**config.mk**
```make
export PLATFORM = sky130hd
export DESIGN_NAME = bolme_birimi
export DESIGN_NICKNAME = d
export VERILOG_FILES = /design/src/rtl/bolme_tanimlari.sv /design/src/rtl/bolme_adimi.sv /design/src/rtl/bolme_birimi.sv
export SDC_FILE = /design/constraint.sdc
export NUM_CORES = 1
export LEC_CHECK = 0
export CAP_MARGIN = 20
export CORE_ASPECT_RATIO = 0.9
export CORE_MARGIN = 5
export CORE_UTILIZATION = 25
export CTS_CLUSTER_DIAMETER = 30
export CTS_CLUSTER_SIZE = 14
export DETAILED_ROUTE_END_ITERATION = 8
export GPL_TIMING_DRIVEN = 1
export SLEW_MARGIN = 30
export SYNTH_ARGS = -nofsm -noshare
export SYNTH_HDL_FRONTEND = slang
export SYNTH_SLANG_ARGS = --single-unit
```
**constraint.sdc**
```tcl
create_clock -name clk_i -period 4.4 [get_ports clk_i]
set_clock_uncertainty 0.15 [all_clocks]
set_input_delay 0.66 -clock clk_i [delete_from_list [all_inputs] [get_ports clk_i]]
set_output_delay 0.66 -clock clk_i [all_outputs]
set_load 0.02 [all_outputs]
```
**src/rtl/bolme_tanimlari.sv**
```systemverilog
// Shared definitions for the multi-cycle divider: opcodes and FSM states.
package bolme_tanimlari;

  // RV32M divide opcodes as presented on islem_kodu_i
  localparam logic [1:0] BOL_DIV  = 2'b00;
  localparam logic [1:0] BOL_DIVU = 2'b01;
  localparam logic [1:0] BOL_REM  = 2'b10;
  localparam logic [1:0] BOL_REMU = 2'b11;

  typedef enum logic [1:0] {
    BOSTA   = 2'b00,
    HESAPLA = 2'b01,
    DUZELT  = 2'b10,
    BITTI   = 2'b11
  } durum_t;

endpackage

```
**src/rtl/bolme_adimi.sv**
```systemverilog
// One restoring-division step on the {remainder, quotient} shift pair.
module bolme_adimi #(
  parameter int VERI_GENISLIGI = 32
) (
  input  logic [VERI_GENISLIGI:0]   kalan_g,
  input  logic [VERI_GENISLIGI-1:0] bolum_g,
  input  logic [VERI_GENISLIGI-1:0] bolen_g,
  output logic [VERI_GENISLIGI:0]   kalan_c,
  output logic [VERI_GENISLIGI-1:0] bolum_c
);

  localparam int W = VERI_GENISLIGI;

  logic [W+1:0] kaydirilmis;
  logic [W+1:0] fark;
  logic         bolum_biti;

  // Shift in the next dividend bit, trial-subtract, keep the difference if non-negative
  always_comb begin
    kaydirilmis = {kalan_g, bolum_g[W-1]};
    fark        = kaydirilmis - {2'b00, bolen_g};
    bolum_biti  = ~fark[W+1];
    kalan_c     = bolum_biti ? fark[W:0] : kaydirilmis[W:0];
    bolum_c     = {bolum_g[W-2:0], bolum_biti};
  end

endmodule

```
**src/rtl/bolme_birimi.sv**
```systemverilog
// Multi-cycle RV32M divider (DIV/DIVU/REM/REMU) with stall, flush and
// single-cycle handling of divide-by-zero and signed overflow.
module bolme_birimi
  import bolme_tanimlari::*;
#(
  parameter int VERI_GENISLIGI  = 32,
  parameter int ADIM_BASINA_BIT = 1
) (
  input  logic                      clk_i,
  input  logic                      rst_i,
  input  logic                      durdur_i,
  input  logic                      iptal_i,
  input  logic                      blok_aktif_i,
  input  logic [1:0]                islem_kodu_i,
  input  logic [VERI_GENISLIGI-1:0] bolunen_i,
  input  logic [VERI_GENISLIGI-1:0] bolen_i,
  output logic                      mesgul_o,
  output logic                      sonuc_gecerli_o,
  output logic [VERI_GENISLIGI-1:0] sonuc_o
);

  localparam int W  = VERI_GENISLIGI;
  localparam int K  = ADIM_BASINA_BIT;
  localparam int N  = W / K;
  localparam int SW = $clog2(N);

  // Magnitude of an operand; the most-negative value maps to 2^(W-1) unsigned
  function automatic logic [W-1:0] mutlak(input logic [W-1:0] v, input logic isaretli);
    return (isaretli && v[W-1]) ? ({W{1'b0}} - v) : v;
  endfunction

  // Conditional two's-complement negation for the sign fix-up
  function automatic logic [W-1:0] isaret_uygula(input logic [W-1:0] v, input logic negatif);
    return negatif ? ({W{1'b0}} - v) : v;
  endfunction

  durum_t         durum, sonraki_durum;
  logic           sonraki_mesgul, sonraki_gecerli;
  logic [SW-1:0]  sayac;
  logic [W:0]     kalan_r;
  logic [W-1:0]   bolum_r;
  logic [W-1:0]   bolen_r;
  logic           kalan_sec_r, neg_bolum_r, neg_kalan_r;

  logic           isaretli, kalan_istek, sifir_bolen, tasma, hizli, kabul;
  logic [W-1:0]   hizli_sonuc;

  logic [K:0][W:0]   kalan_z;
  logic [K:0][W-1:0] bolum_z;

  // Decode the incoming request and pick the fast-path result
  always_comb begin
    isaretli    = (islem_kodu_i == BOL_DIV) || (islem_kodu_i == BOL_REM);
    kalan_istek = (islem_kodu_i == BOL_REM) || (islem_kodu_i == BOL_REMU);
    sifir_bolen = (bolen_i == '0);
    tasma       = isaretli && (bolunen_i == {1'b1, {(W-1){1'b0}}}) && (bolen_i == '1);
    hizli       = sifir_bolen || tasma;
    if (sifir_bolen) hizli_sonuc = kalan_istek ? bolunen_i : '1;
    else             hizli_sonuc = kalan_istek ? '0 : bolunen_i;
    kabul = ((durum == BOSTA) || (durum == BITTI)) && !durdur_i && !iptal_i && blok_aktif_i;
  end

  assign kalan_z[0] = kalan_r;
  assign bolum_z[0] = bolum_r;

  for (genvar i = 0; i < K; i++) begin : g_adim
    bolme_adimi #(.VERI_GENISLIGI(W)) u_adim (
      .kalan_g (kalan_z[i]),
      .bolum_g (bolum_z[i]),
      .bolen_g (bolen_r),
      .kalan_c (kalan_z[i+1]),
      .bolum_c (bolum_z[i+1])
    );
  end

  // Next state and registered handshake outputs; flush beats stall beats start
  always_comb begin
    sonraki_durum   = durum;
    sonraki_mesgul  = mesgul_o;
    sonraki_gecerli = sonuc_gecerli_o;
    if (iptal_i) begin
      sonraki_durum   = BOSTA;
      sonraki_mesgul  = 1'b0;
      sonraki_gecerli = 1'b0;
    end else if (!durdur_i) begin
      case (durum)
        BOSTA, BITTI: begin
          if (kabul && hizli) begin
            sonraki_durum   = BITTI;
            sonraki_mesgul  = 1'b0;
            sonraki_gecerli = 1'b1;
          end else if (kabul) begin
            sonraki_durum   = HESAPLA;
            sonraki_mesgul  = 1'b1;
            sonraki_gecerli = 1'b0;
          end else begin
            sonraki_durum   = BOSTA;
            sonraki_mesgul  = 1'b0;
            sonraki_gecerli = 1'b0;
          end
        end
        HESAPLA: begin
          if (sayac == SW'(N-1)) sonraki_durum = DUZELT;
        end
        DUZELT: begin
          sonraki_durum   = BITTI;
          sonraki_mesgul  = 1'b0;
          sonraki_gecerli = 1'b1;
        end
        default: sonraki_durum = BOSTA;
      endcase
    end
  end

  // State register with the registered busy/valid outputs
  always_ff @(posedge clk_i or posedge rst_i) begin
    if (rst_i) begin
      durum           <= BOSTA;
      mesgul_o        <= 1'b0;
      sonuc_gecerli_o <= 1'b0;
    end else begin
      durum           <= sonraki_durum;
      mesgul_o        <= sonraki_mesgul;
      sonuc_gecerli_o <= sonraki_gecerli;
    end
  end

  // Operand latch, iterative steps and result load; frozen under stall or flush
  always_ff @(posedge clk_i or posedge rst_i) begin
    if (rst_i) begin
      sayac       <= '0;
      kalan_r     <= '0;
      bolum_r     <= '0;
      bolen_r     <= '0;
      kalan_sec_r <= 1'b0;
      neg_bolum_r <= 1'b0;
      neg_kalan_r <= 1'b0;
      sonuc_o     <= '0;
    end else if (!iptal_i && !durdur_i) begin
      if (kabul) begin
        kalan_sec_r <= kalan_istek;
        bolen_r     <= mutlak(bolen_i, isaretli);
        bolum_r     <= mutlak(bolunen_i, isaretli);
        kalan_r     <= '0;
        sayac       <= '0;
        neg_bolum_r <= isaretli && (bolunen_i[W-1] ^ bolen_i[W-1]);
        neg_kalan_r <= isaretli && bolunen_i[W-1];
        if (hizli) sonuc_o <= hizli_sonuc;
      end else if (durum == HESAPLA) begin
        kalan_r <= kalan_z[K];
        bolum_r <= bolum_z[K];
        sayac   <= sayac + SW'(1);
      end else if (durum == DUZELT) begin
        sonuc_o <= kalan_sec_r ? isaret_uygula(kalan_r[W-1:0], neg_kalan_r)
                               : isaret_uygula(bolum_r, neg_bolum_r);
      end
    end
  end

endmodule

```
==> results.py, run 1 <==
metrics = {
    "clock_tree": {
        "cts.path.max_buffers": 2,
        "cts_resized": 0,
        "cts_setup_buffers": 0,
        "cts_tree": "yes",
        "root_buffer": "clkbuf_16",
        "clock_sinks": 141,
        "cts-buffers-inserted": 17,
        "clk_latency_ns": 0.44,
        "clk_pin_slew_ns": 0.07,
        "hold_buffers": 0,
        "htreeDepth": 4,
    },
    "pwr": {
        "power_frac_comb": 0.544,
        "power_report.internal_total_mw": 4.549,
        "power_frac_seq": 0.279,
        "p_sw_frac": 0.4370,
        "pwr-share-clk": 0.176,
        "power.leakage_nw": 5.659,
        "peakVddDrop_mv": 0.3429,
        "switchingPower_mw": 3.531,
        "p_per_area_nw_per_um2": 584.7,
    },
    "detailed_routing": {
        "drt-pass1-iter-count": 5,
        "drcViolationCount": 0,
        "wl_um": 36150,
        "drt_iter0_drc": 710,
        "viasPerCell": 4.954,
        "post_drt_wl_per_cell_um": 16.55,
        "antenna_left": 0,
        "vias": 10820,
    },
    "place": {
        "hpwl_um": 27380,
        "dp.cells": 2152,
        "pre_cts_slack_ns": 0.1147,
        "routabilityCongestion": 0.8712,
        "port_buffers": 104,
    },
    "synth": {
        "netlist_area_um2": 11310,
        "synthTopCellsByArea": "dfrtp_1 (31%), nand2_1 (7.1%), xnor2_1 (7.0%), o21ai_0 (6.2%), a21oi_1 (6.0%)",
        "ys_types": 63,
        "yosys.area.top_type": "dfrtp_1",
        "ys_seq_area_frac": 0.3120,
        "synth_top_area_share": 0.3120,
        "synthFlopType": "dfrtp_1",
        "async_flop_share": 1.000,
        "yosysWarnings": 0,
        "synthCells": 1474,
        "synth_edf_count": 0,
        "synth.net_count": 1587,
        "syn-mean-instance-area_um2": 7.673,
        "synth_seq_cells": 141,
    },
    "setup_path": {
        "cpPeakStageDelay_ns": 0.38,
        "crit_chain": "inv_1, ha_1, nor2b_1, o31a_1, o311ai_0, buf_4, a211oi_1, a211o_1, a31oi_1, a31o_2, xnor2_4, buf_12, mux2i_1, a21oi_1",
        "critPathTopFamily": "compound AO/OA/AOI/OAI gates",
        "critPathCaptureType": "flop",
        "critical_path_class": "flop to flop",
        "cp-start-kind": "flop",
        "path_buf_inv": 3,
        "worst_path_max_delay_cell": "dfrtp_1",
        "crit_fanout": 17,
        "required_ns": 4.52,
        "arrival_ns": 4.03,
        "reg2reg_slack_ns": 0.50,
    },
    "sta": {
        "period_share": 0.8867,
        "rsz0062_at_grt": "no",
        "finalSetupTns_ns": 0,
        "slew_headroom": 0.4772,
        "hold_viol_final": 0,
        "worst_slack_ns": 0.4986,
        "fin_crit_ns": 3.901,
        "final_max_slew_viol_count": 0,
        "fmax_ghz": 0.2563,
        "tightest_slew_ns": 0.7825,
        "setup_viol": 0,
    },
    "cells_and_area": {
        "final_cell_mix": "nand2_1 (213), nor2_1 (160), o21ai_0 (139), dfrtp_1 (139), a21oi_1 (136)",
        "area_delta_synth_final_pct": 22.19,
        "post-route-util": 0.3065,
        "ff_latch_area_um2": 3533,
        "multi_input_area_um2": 7243,
        "drive_above_1_share": 0.07170,
        "antennaDiodeCount": 0,
        "num-nets-final": 1676,
        "layout_commonest_cell": "nand2_1",
        "fill_cells": 4851,
        "fin_cells": 2184,
    },
    "global_route": {
        "track_usage": 0.1427,
        "grt_max_degree": 70,
        "grt_pass1_vias": 10430,
        "antenna_found_initial": 1,
        "gr-total-overflow": 0,
        "grt_pass1_wl_um": 56990,
    },
    "status": {
        "status": "finished, final reports clean",
    },
    "die": {
        "die_area_um2": 49600,
        "core_um2": 45090,
        "initial_core_util": 0.2508,
        "ios": 105,
        "die_y_um": 211.8,
        "die_w_um": 234.2,
        "rows": 74,
    },
    "min_path": {
        "hold_path_class": "flop to flop",
    },
    "flow_run": {
        "cap_violations": 0,
    },
}
==> metal layers <==
| layer | GRT usage | vias up | routed length (µm) |
|---|---|---|---|
| li1 | - | 5371 | - |
| met1 | 0.1811 | 5167 | 16140 |
| met2 | 0.2407 | 214 | 17380 |
| met3 | 0.02374 | 66 | 1359 |
| met4 | 0.05912 | 2 | 1256 |
| met5 | 0 | - | 13 |
==> Yosys cell counts (all sizes together) (5+ instances only) <==
| cell type | number |
|---|---|
| nand4 | 10 |
| nor2 | 160 |
| a21o | 12 |
| buf | 17 |
| o211ai | 6 |
| o41ai | 10 |
| nor3 | 14 |
| inv | 63 |
| a31oi | 41 |
| mux2i | 32 |
| nand2b | 9 |
| a21oi | 136 |
| or4 | 16 |
| and3 | 9 |
| a21boi | 5 |
| dfrtp | 141 |
| xnor2 | 91 |
| or3 | 24 |
| ha | 41 |
| o22ai | 6 |
| and2 | 5 |
| nand2 | 213 |
| nand3 | 16 |
| o21ai | 145 |
| nor2b | 7 |
| nor4 | 8 |
| o31ai | 30 |
| a211oi | 34 |
| clkbuf | 69 |
| xor2 | 58 |
| o21a | 7 |
==> kinds of logic after synthesis <==
logic type | share of synthesized area
flops | 0.3120
buf+inv | 0.05067
mux | 0.03031
compound gates | 0.2415
xor+xnor | 0.1154
fa+ha+maj | 0.04713
simple gates | 0.2030
==> layout make-up <==
type                            instances  area share
Tap cell                              608     0.05505
Clock buffer                           19     0.03277
Inverter                               63     0.01738
Multi-Input combinational cell       1184      0.5241
Sequential cell                       141      0.2557
Timing Repair Buffer                  156      0.1068
Clock inverter                         13    0.008148
==> through the flow <==
| step | hold slack (ns) | instance area [µm²] | power, mW |
|---|---|---|---|
| finish | 0.3290 | 13820 | 8.080 |
| global route | 0.3550 | 13820 | 8.687 |
| CTS | 0.3374 | 13820 | 8.124 |
| detailed placement | 0.3233 | 13250 | 6.668 |
| global placement | 0.3202 | 13210 | 6.588 |
| floorplan | 0.2998 | 11310 | 5.225 |
==> worst min-delay path, stage by stage, from the launching register on <==
cell,delay [ns]
dfrtp_1,0.34
nand2_1,0.05
o21ai_0,0.06
==> sequential cells by signal (all words and copies together), names as in the netlist <==
signal,flops
kalan_r,33
bolen_r,32
bolum_r,32
sonuc_o,32
sayac,5
durum,2
kalan_sec_r,1
mesgul_o,1
neg_bolum_r,1
neg_kalan_r,1
sonuc_gecerli_o,1
==> worst paths after layout <==
kind                             from          end  cells after the start
setup / recovery           bolen_r[1]   kalan_r[7]                     14
hold / removal             sonuc_o[1]   sonuc_o[1]                      2
setup reg to reg           bolen_r[1]   kalan_r[7]                     14
hold reg to reg            sonuc_o[1]   sonuc_o[1]                      2
max in group asynchronous       rst_i  neg_bolum_r                      4
min in group asynchronous       rst_i   bolen_r[7]                      2
==> power groups by stage <==
stage / Clock, mW / Sequential, mW / Combinational, mW
floorplan: 0 / 2.22 / 3.00
global placement: 0 / 2.27 / 4.32
detailed placement: 0 / 2.27 / 4.39
CTS: 1.45 / 2.26 / 4.42
global route: 1.50 / 2.33 / 4.86
finish: 1.43 / 2.26 / 4.40
Note: power is estimated with default switching activity, not from simulation.
==> inputs of run 2 (changes only) <==
--- a/config.mk
+++ b/config.mk
@@ -5,13 +5,13 @@
 export SDC_FILE = /design/constraint.sdc
 export NUM_CORES = 1
 export LEC_CHECK = 0
-export CAP_MARGIN = 20
 export CORE_ASPECT_RATIO = 0.9
 export CORE_MARGIN = 5
 export CORE_UTILIZATION = 25
 export CTS_CLUSTER_DIAMETER = 30
 export CTS_CLUSTER_SIZE = 14
 export DETAILED_ROUTE_END_ITERATION = 8
+export GPL_ROUTABILITY_DRIVEN = 1
 export GPL_TIMING_DRIVEN = 1
 export SLEW_MARGIN = 30
 export SYNTH_ARGS = -nofsm -noshare
==> results of run 2 <==
Final layout, timing and power as in run 1 (identical DEF).
